### config.mk
export PLATFORM = sky130hd
export DESIGN_NAME = hd_fifo
export DESIGN_NICKNAME = d
export VERILOG_FILES = /design/src/rtl/hd_fifo_pkg.sv /design/src/rtl/hd_ram.sv /design/src/rtl/hd_fifo.sv
export SDC_FILE = /design/constraint.sdc
export NUM_CORES = 1
export LEC_CHECK = 0
export BUFFER_PORTS_ARGS = -buffer_cell sky130_fd_sc_hd__buf_2
export CAP_MARGIN = 20
export CORE_MARGIN = 8
export CORE_UTILIZATION = 40
export DETAILED_ROUTE_END_ITERATION = 6
export PLACE_DENSITY = 0.64
export SYNTH_ARGS = -nofsm -noshare
export SYNTH_HDL_FRONTEND = slang
export SYNTH_SLANG_ARGS = --single-unit
### constraint.sdc
create_clock -name clk -period 2 [get_ports clk]
set_clock_uncertainty 0.1 [all_clocks]
set_input_delay 0.4 -clock clk [delete_from_list [all_inputs] [get_ports clk]]
set_output_delay 0.4 -clock clk [all_outputs]
set_load 0.01 [all_outputs]
### src/rtl/hd_fifo_pkg.sv
// Shared defaults and handshake helpers for the HD valid/ready family.
package hd_fifo_pkg;

   localparam int DEF_DATA_WIDTH = 16;
   localparam int DEF_DEPTH      = 4;

   // A beat transfers only when both sides agree at the same edge.
   function automatic logic hs_fire(input logic v, input logic r);
      return v && r;
   endfunction

endpackage

### src/rtl/hd_ram.sv
// DEPTH x DATA_WIDTH register array: one synchronous write port, one asynchronous read port.
module hd_ram #(
   parameter  int DATA_WIDTH = 16,
   parameter  int DEPTH      = 4,
   localparam int AW         = $clog2(DEPTH)
) (
   input  logic                  clk,
   input  logic                  we,
   input  logic [AW-1:0]         waddr,
   input  logic [DATA_WIDTH-1:0] wdata,
   input  logic [AW-1:0]         raddr,
   output logic [DATA_WIDTH-1:0] rdata
);

   // Storage is deliberately not reset; the control logic never exposes stale entries.
   logic [DATA_WIDTH-1:0] mem [DEPTH];

   always_ff @(posedge clk) begin
      if (we) mem[waddr] <= wdata;
   end

   assign rdata = mem[raddr];

endmodule

### src/rtl/hd_fifo.sv
// DEPTH-entry valid/ready FIFO with occupancy reporting.
// Optional same-cycle bypass when empty: define HD_FIFO_BYPASS_EN.
module hd_fifo
   import hd_fifo_pkg::*;
#(
   parameter  int DATA_WIDTH = DEF_DATA_WIDTH,
   parameter  int DEPTH      = DEF_DEPTH,
   localparam int CNT_W      = $clog2(DEPTH + 1)
) (
   input  logic                  clk,
   input  logic                  rst,
   input  logic                  valid,
   input  logic [DATA_WIDTH-1:0] data_src,
   output logic                  ready_output,
   output logic                  valid_output,
   output logic [DATA_WIDTH-1:0] data_dest,
   input  logic                  ready,
   output logic [CNT_W-1:0]      count,
   output logic                  full,
   output logic                  empty
);

   localparam int PTR_W = $clog2(DEPTH);

   logic [PTR_W-1:0]      wr_ptr, rd_ptr;
   logic [DATA_WIDTH-1:0] rdata;
   logic                  push, pop, bypass;

   assign full  = (count == CNT_W'(DEPTH));
   assign empty = (count == '0);

   // rst gating keeps any beat from being accepted or offered while reset is held.
   assign ready_output = !full && !rst;

`ifdef HD_FIFO_BYPASS_EN
   assign bypass = empty && valid && ready && !rst;
`else
   assign bypass = 1'b0;
`endif

   assign valid_output = (!empty || bypass) && !rst;
   assign push         = hs_fire(valid, ready_output) && !bypass;
   assign pop          = hs_fire(valid_output, ready) && !bypass;
   assign data_dest    = bypass ? data_src : (empty ? '0 : rdata);

   always_ff @(posedge clk) begin
      if (rst) begin
         count  <= '0;
         wr_ptr <= '0;
         rd_ptr <= '0;
      end else begin
         if (push) wr_ptr <= wr_ptr + PTR_W'(1);
         if (pop)  rd_ptr <= rd_ptr + PTR_W'(1);
         case ({push, pop})
            2'b10:   count <= count + CNT_W'(1);
            2'b01:   count <= count - CNT_W'(1);
            default: count <= count;
         endcase
      end
   end

   hd_ram #(
      .DATA_WIDTH(DATA_WIDTH),
      .DEPTH     (DEPTH)
   ) u_ram (
      .clk  (clk),
      .we   (push),
      .waddr(wr_ptr),
      .wdata(data_src),
      .raddr(rd_ptr),
      .rdata(rdata)
   );

endmodule

Yosys cells after proc, flatten, opt, wreduce, memory -nomap -nowiden

Memory sizes are Yosys's and may differ from the RTL's. A register that Yosys moved wholly into a read port is not among the register bits.
Cells that the tools add are included.

Equal/unequal tests: 3
Mux-type cells: 6
$add $sub $neg: 4
Reductions and logical operators: 9

Operator list:

| operator            | count |
|---|---|
| $mux 16             | 1 |
| $pmux 3 s2          | 1 |
| $add 2x1->2 const B | 2 |
| $logic_and 1x1->1   | 4 |
| $mux 2              | 2 |
| $add 3x1->3 const B | 1 |
| $eq 3x3->1 const B  | 1 |
| $logic_not 1->1     | 3 |
| $logic_not 3->1     | 1 |
| $sub 3x1->3 const B | 1 |
| $eq 2x1->1 const B  | 1 |
| $eq 2x2->1 const B  | 1 |
| $mux 1              | 2 |
| $reduce_bool 2->1   | 1 |

Memory bits (writable): 64
Logic and storage cells: 26
Output and inout port bits: 23
Memories kept: 1
Bits in registers: 7
Input bits: 20

Memories:

| memory    | words | bits a word | read ports | clocked after memory_dff | write ports | line         | text |
|---|---|---|---|---|---|---|---|
| u_ram.mem | 4     | 16          | 1          | 1                        | 1           | hd_ram.sv:16 | `logic [DATA_WIDTH-1:0] mem [DEPTH];` |

Depth between registers and ports, before layout

Depth in word-level cells: 6
Mapped depth: 9
Gate-level depth less buffers: 9

Cells and area by module

A second synthesis with hierarchy kept.

Cells, all modules: 150
Area, all modules: 2865.2 µm²

By module, submodules not included:

| module  | area an instance (µm²) | instances | cells an instance | sequential area each (µm²) |
|---|---|---|---|---|
| hd_ram  | 2377.3                 | 1         | 88                | 1921.8 |
| hd_fifo | 488.0                  | 1         | 62                | 140.1 |

Worst setup path before layout

OpenSTA, ideal clock, no wires.

Path type: register -> register
From: register count[2]
To: register count[2]
Stages on the path, launching flop included: 10
Clock period less this slack: 2.282 ns
Path buffers: 0
Required time: 1.829 ns
Slack: -0.282 ns
Arrival time: 2.111 ns
Setup time: 0.071 ns
Path through: dfxtp_1 nor3b_2 nor3b_4 inv_1 ha_1 inv_1 fa_1 xor2_1 or3_1 a21oi_1

Word-level cells in the longest chain between the ends: 6
Elaborated cells between the ends (all ways): 14
Those cells by class: 2 x add/sub; 3 x eq/ne; 1 x mux; 8 x reduce/logical

RTL lines:

| element                                                | line             | text |
|---|---|---|
| start: declaration                                     | hd_fifo.sv:18    | `output logic [CNT_W-1:0] count,` |
| start signal: assignment                               | hd_fifo.sv:55    | `2'b10: count <= count + CNT_W'(1);` |
| start signal: assignment                               | hd_fifo.sv:56    | `2'b01: count <= count - CNT_W'(1);` |
| start signal: assignment                               | hd_fifo.sv:57    | `default: count <= count;` |
| $eq 3x3->1 (*)                                         | hd_fifo.sv:29    | `assign full = (count == CNT_W'(DEPTH));` |
| via full                                               | hd_fifo.sv:19    | `output logic full,` |
| $logic_not 1->1 (*)                                    | hd_fifo.sv:33    | `assign ready_output = !full && !rst;` |
| $logic_and 1x1->1 (*)                                  | hd_fifo.sv:33    |  |
| $logic_and 1x1->1 (*)                                  | hd_fifo_pkg.sv:9 | `return v && r;` |
| $eq 2x1->1 / $eq 2x2->1 (equally long branches)        | hd_fifo.sv:54    | `case ({push, pop})` |
| $pmux 3 s2 / $reduce_bool 2->1 (equally long branches) | --               |  |

Mark *: on every way through the listed nets, which the timed path passes. The rest lies on a longest branch.
A chain may end at the register's enable or synchronous reset.

==> flow_metrics.tcl <==
set metrics [dict create \
    final_util 0.5534 \
    rsz0062_at_grt "yes" \
    grt_max_degree 17 \
    drv_cap 0 \
    fmax_mhz 459.2 \
    ant_nets 0 \
    p_leak_nw 1.469 \
    die_area_um2 10570 \
    post-route-period-util 1.089 \
    violations "setup timing" \
    ys_seq_elements 73 \
    synthesis.nets 181 \
    die_w_um 102.8 \
    peakVddDrop_mv 0.4681 \
    crit_chain "buf_12, mux4_2, nor2b_1, buf_2" \
    critPathMaxStageDelay_ps 500 \
    synthesis.area_um2 3013 \
    drtIter0Drc 55 \
    dieHeight_um 102.8 \
    ys_warn_count 0 \
    critPathBufInv 2 \
    fin_nets 255 \
    clk_latency_ps 340 \
    grt_overflow 0 \
    worstSetupStartpointType "register" \
    synth_top_area_cell "edfxtp_1" \
    drv_slew 0 \
    synth_cells 155 \
    dp_slack_ps -30.48 \
    reg2reg_setup_slack_ps -120 \
    power.density_nw_per_um2 905.5 \
    dpl.hpwl_um 3317 \
    vias 1588 \
    async_reset_ff_frac 0 \
    synth_flop_cell "edfxtp_1" \
    hold_path_class "in -> reg" \
    place_congestion 0.7083 \
    grt.total_usage 0.1179 \
    fill_cells 606 \
    required_ps 1500 \
    status "finished, violations left" \
    critical_path.max_fanout 7 \
    avgSynthCellArea_um2 19.44 \
    min_period_ps 2178 \
    yosysSeqAreaShare 0.6977 \
    antenna_found_initial 1 \
    post_drt_wl_per_cell_um 17.19 \
    end_kind "primary output" \
    firstDrtPassIters 6 \
    synth_top_cell_area_share 0.6379 \
    setup_slack_ps -177.6 \
    cts_sinks 73 \
    worst_slew_pin_slew_ps 264.5 \
    yosys-top-cells-area "edfxtp_1, mux4_2, dfxtp_1, nor2b_4, mux4_1" \
    path_class "reg -> out" \
    setup_violations 17 \
    grt_pass1_vias 1661 \
    cts_buffer_depth 2 \
    yosysMostFrequentCell "edfxtp_1" \
    rows 31 \
    cp.arrival_ps 1680 \
    top_level_ports 43 \
    antenna_cells 0 \
    synth_common_cells "edfxtp_1, mux4_2, nor2b_4" \
    clkSlewWorstSetupHoldPaths_ps 80 \
    postPlaceCellArea_um2 3518 \
    timing.critical_path.max_delay_family "multiplexers" \
    vias_per_cell 4.769 \
    dp.cells 305 \
    layoutNonFillerInstCount 333 \
    crit_path_top_delay_cell "mux4_2" \
    synth.distinct_cells 28 \
    design_area_um2 4035 \
    holdWs_ps 169.3 \
    grt_pass1_wl_um 8907 \
    cts_inserted_buffers 9 \
    synth-edff-count 64 \
    drive_above_1_share 0.5385 \
    root_buffer "clkbuf_8" \
    slew_headroom 0.8226 \
    wl_um 5725 \
    core-area_um2 7292 \
    start_util 0.4132 \
    htree_levels 3 \
    cts_tree "built" \
    hold_viol 0 \
    drc 0 \
    portBuffers 42 \
    holdBufCountCts 0 \
    syn2layout_area_growth_pct 33.93 \
]
-- cells by family after synthesis --
| group | synth area share |
|---|---|
| fa+ha+maj | 0.02741 |
| flops | 0.6977 |
| compound gates | 0.01080 |
| mux | 0.1304 |
| simple gates | 0.09717 |
| buf+inv | 0.02782 |
| xor+xnor | 0.008723 |
-- state kept, by name (all words and copies together), names as in the netlist, named ones only --
| name | cells |
|---|---|
| u_ram.mem | 64 |
| rd_ptr | 2 |
| count | 3 |
| wr_ptr | 2 |
-- power by group --
part | switching (mW) | internal, mW | total [mW]
clock network | 0.541 | 0.447 | 0.988
registers | 0.0393 | 1.73 | 1.76
logic | 0.362 | 0.539 | 0.901
-- worst reg2reg max path: stages, from the launching register on --
cell,delay (ps)
dfxtp_4,360
buf_12,120
nor3b_4,220
nor3b_4,70
inv_1,60
ha_2,180
inv_2,40
fa_2,320
xor2_1,150
or3_1,310
a21oi_1,120
-- layout by cell type, fill, tap and decap left out --
cell,n
inv_6,1
nor3_4,1
buf_12,8
and2_1,4
buf_2,26
mux2i_1,1
dfxtp_1,5
nor3b_4,2
edfxtp_1,64
buf_6,20
o31ai_2,1
nand2b_1,1
mux2_1,1
or3_1,2
clkinv_1,2
clkbuf_8,9
a21oi_1,3
mux4_2,16
inv_2,1
nor2b_1,2
o21ai_0,2
clkinv_2,1
bufbuf_16,1
xor2_1,3
fa_2,1
clkinvlp_4,1
nor2_4,1
inv_1,5
nor2b_4,14
buf_16,3
clkinv_4,2
nand2_1,1
nor2_1,8
ha_1,4
dfxtp_4,4
ha_2,1
buf_4,12
-- per-layer routing --
| metal | GRT usage | up-vias | share of wire |
|---|---|---|---|
| met5 | 0 | - | 0.0021 |
| li1 | - | 742 | - |
| met1 | 0.1468 | 783 | 0.43 |
| met2 | 0.1823 | 52 | 0.48 |
| met4 | 0.04672 | 2 | 0.0075 |
| met3 | 0.04389 | 9 | 0.075 |
-- final cells by class --
type / instances / area [um2] / area share
Sequential cell: 73 / 2117 / 0.5247
Multi-Input combinational cell: 69 / 880.8 / 0.2183
Timing Repair Buffer: 70 / 720.7 / 0.1786
Clock buffer: 9 / 123.9 / 0.03070
Tap cell: 99 / 123.9 / 0.03070
Clock inverter: 7 / 46.29 / 0.01147
Inverter: 6 / 22.52 / 0.005581
-- repair_timing --
item,in CTS,in global routing
endpoints found under the hold margin,0,0
gates cloned,4,0
pin swaps,2,1
gates resized for setup,28,13
setup endpoints to repair,19,21
buffers inserted,7,3
-- final timing paths --
path,from,to,cells after the start
worst max-delay path,register,data_dest[9],4
worst min-delay path,data_src[15],u_ram.mem[1][15],1
worst max register to register,count[1],count[2],10
worst min register to register,rd_ptr[1],register,2
-- through the flow --
step                total power [mW]  TNS (ps)
floorplan                      2.167    -89.36
global placement               2.378    -3.523
detailed placement             2.384    -30.48
CTS                            3.646     -2732
global route                   3.821     -3600
finish                         3.654     -2400
No activity file was read; power rests on OpenSTA's default activity.
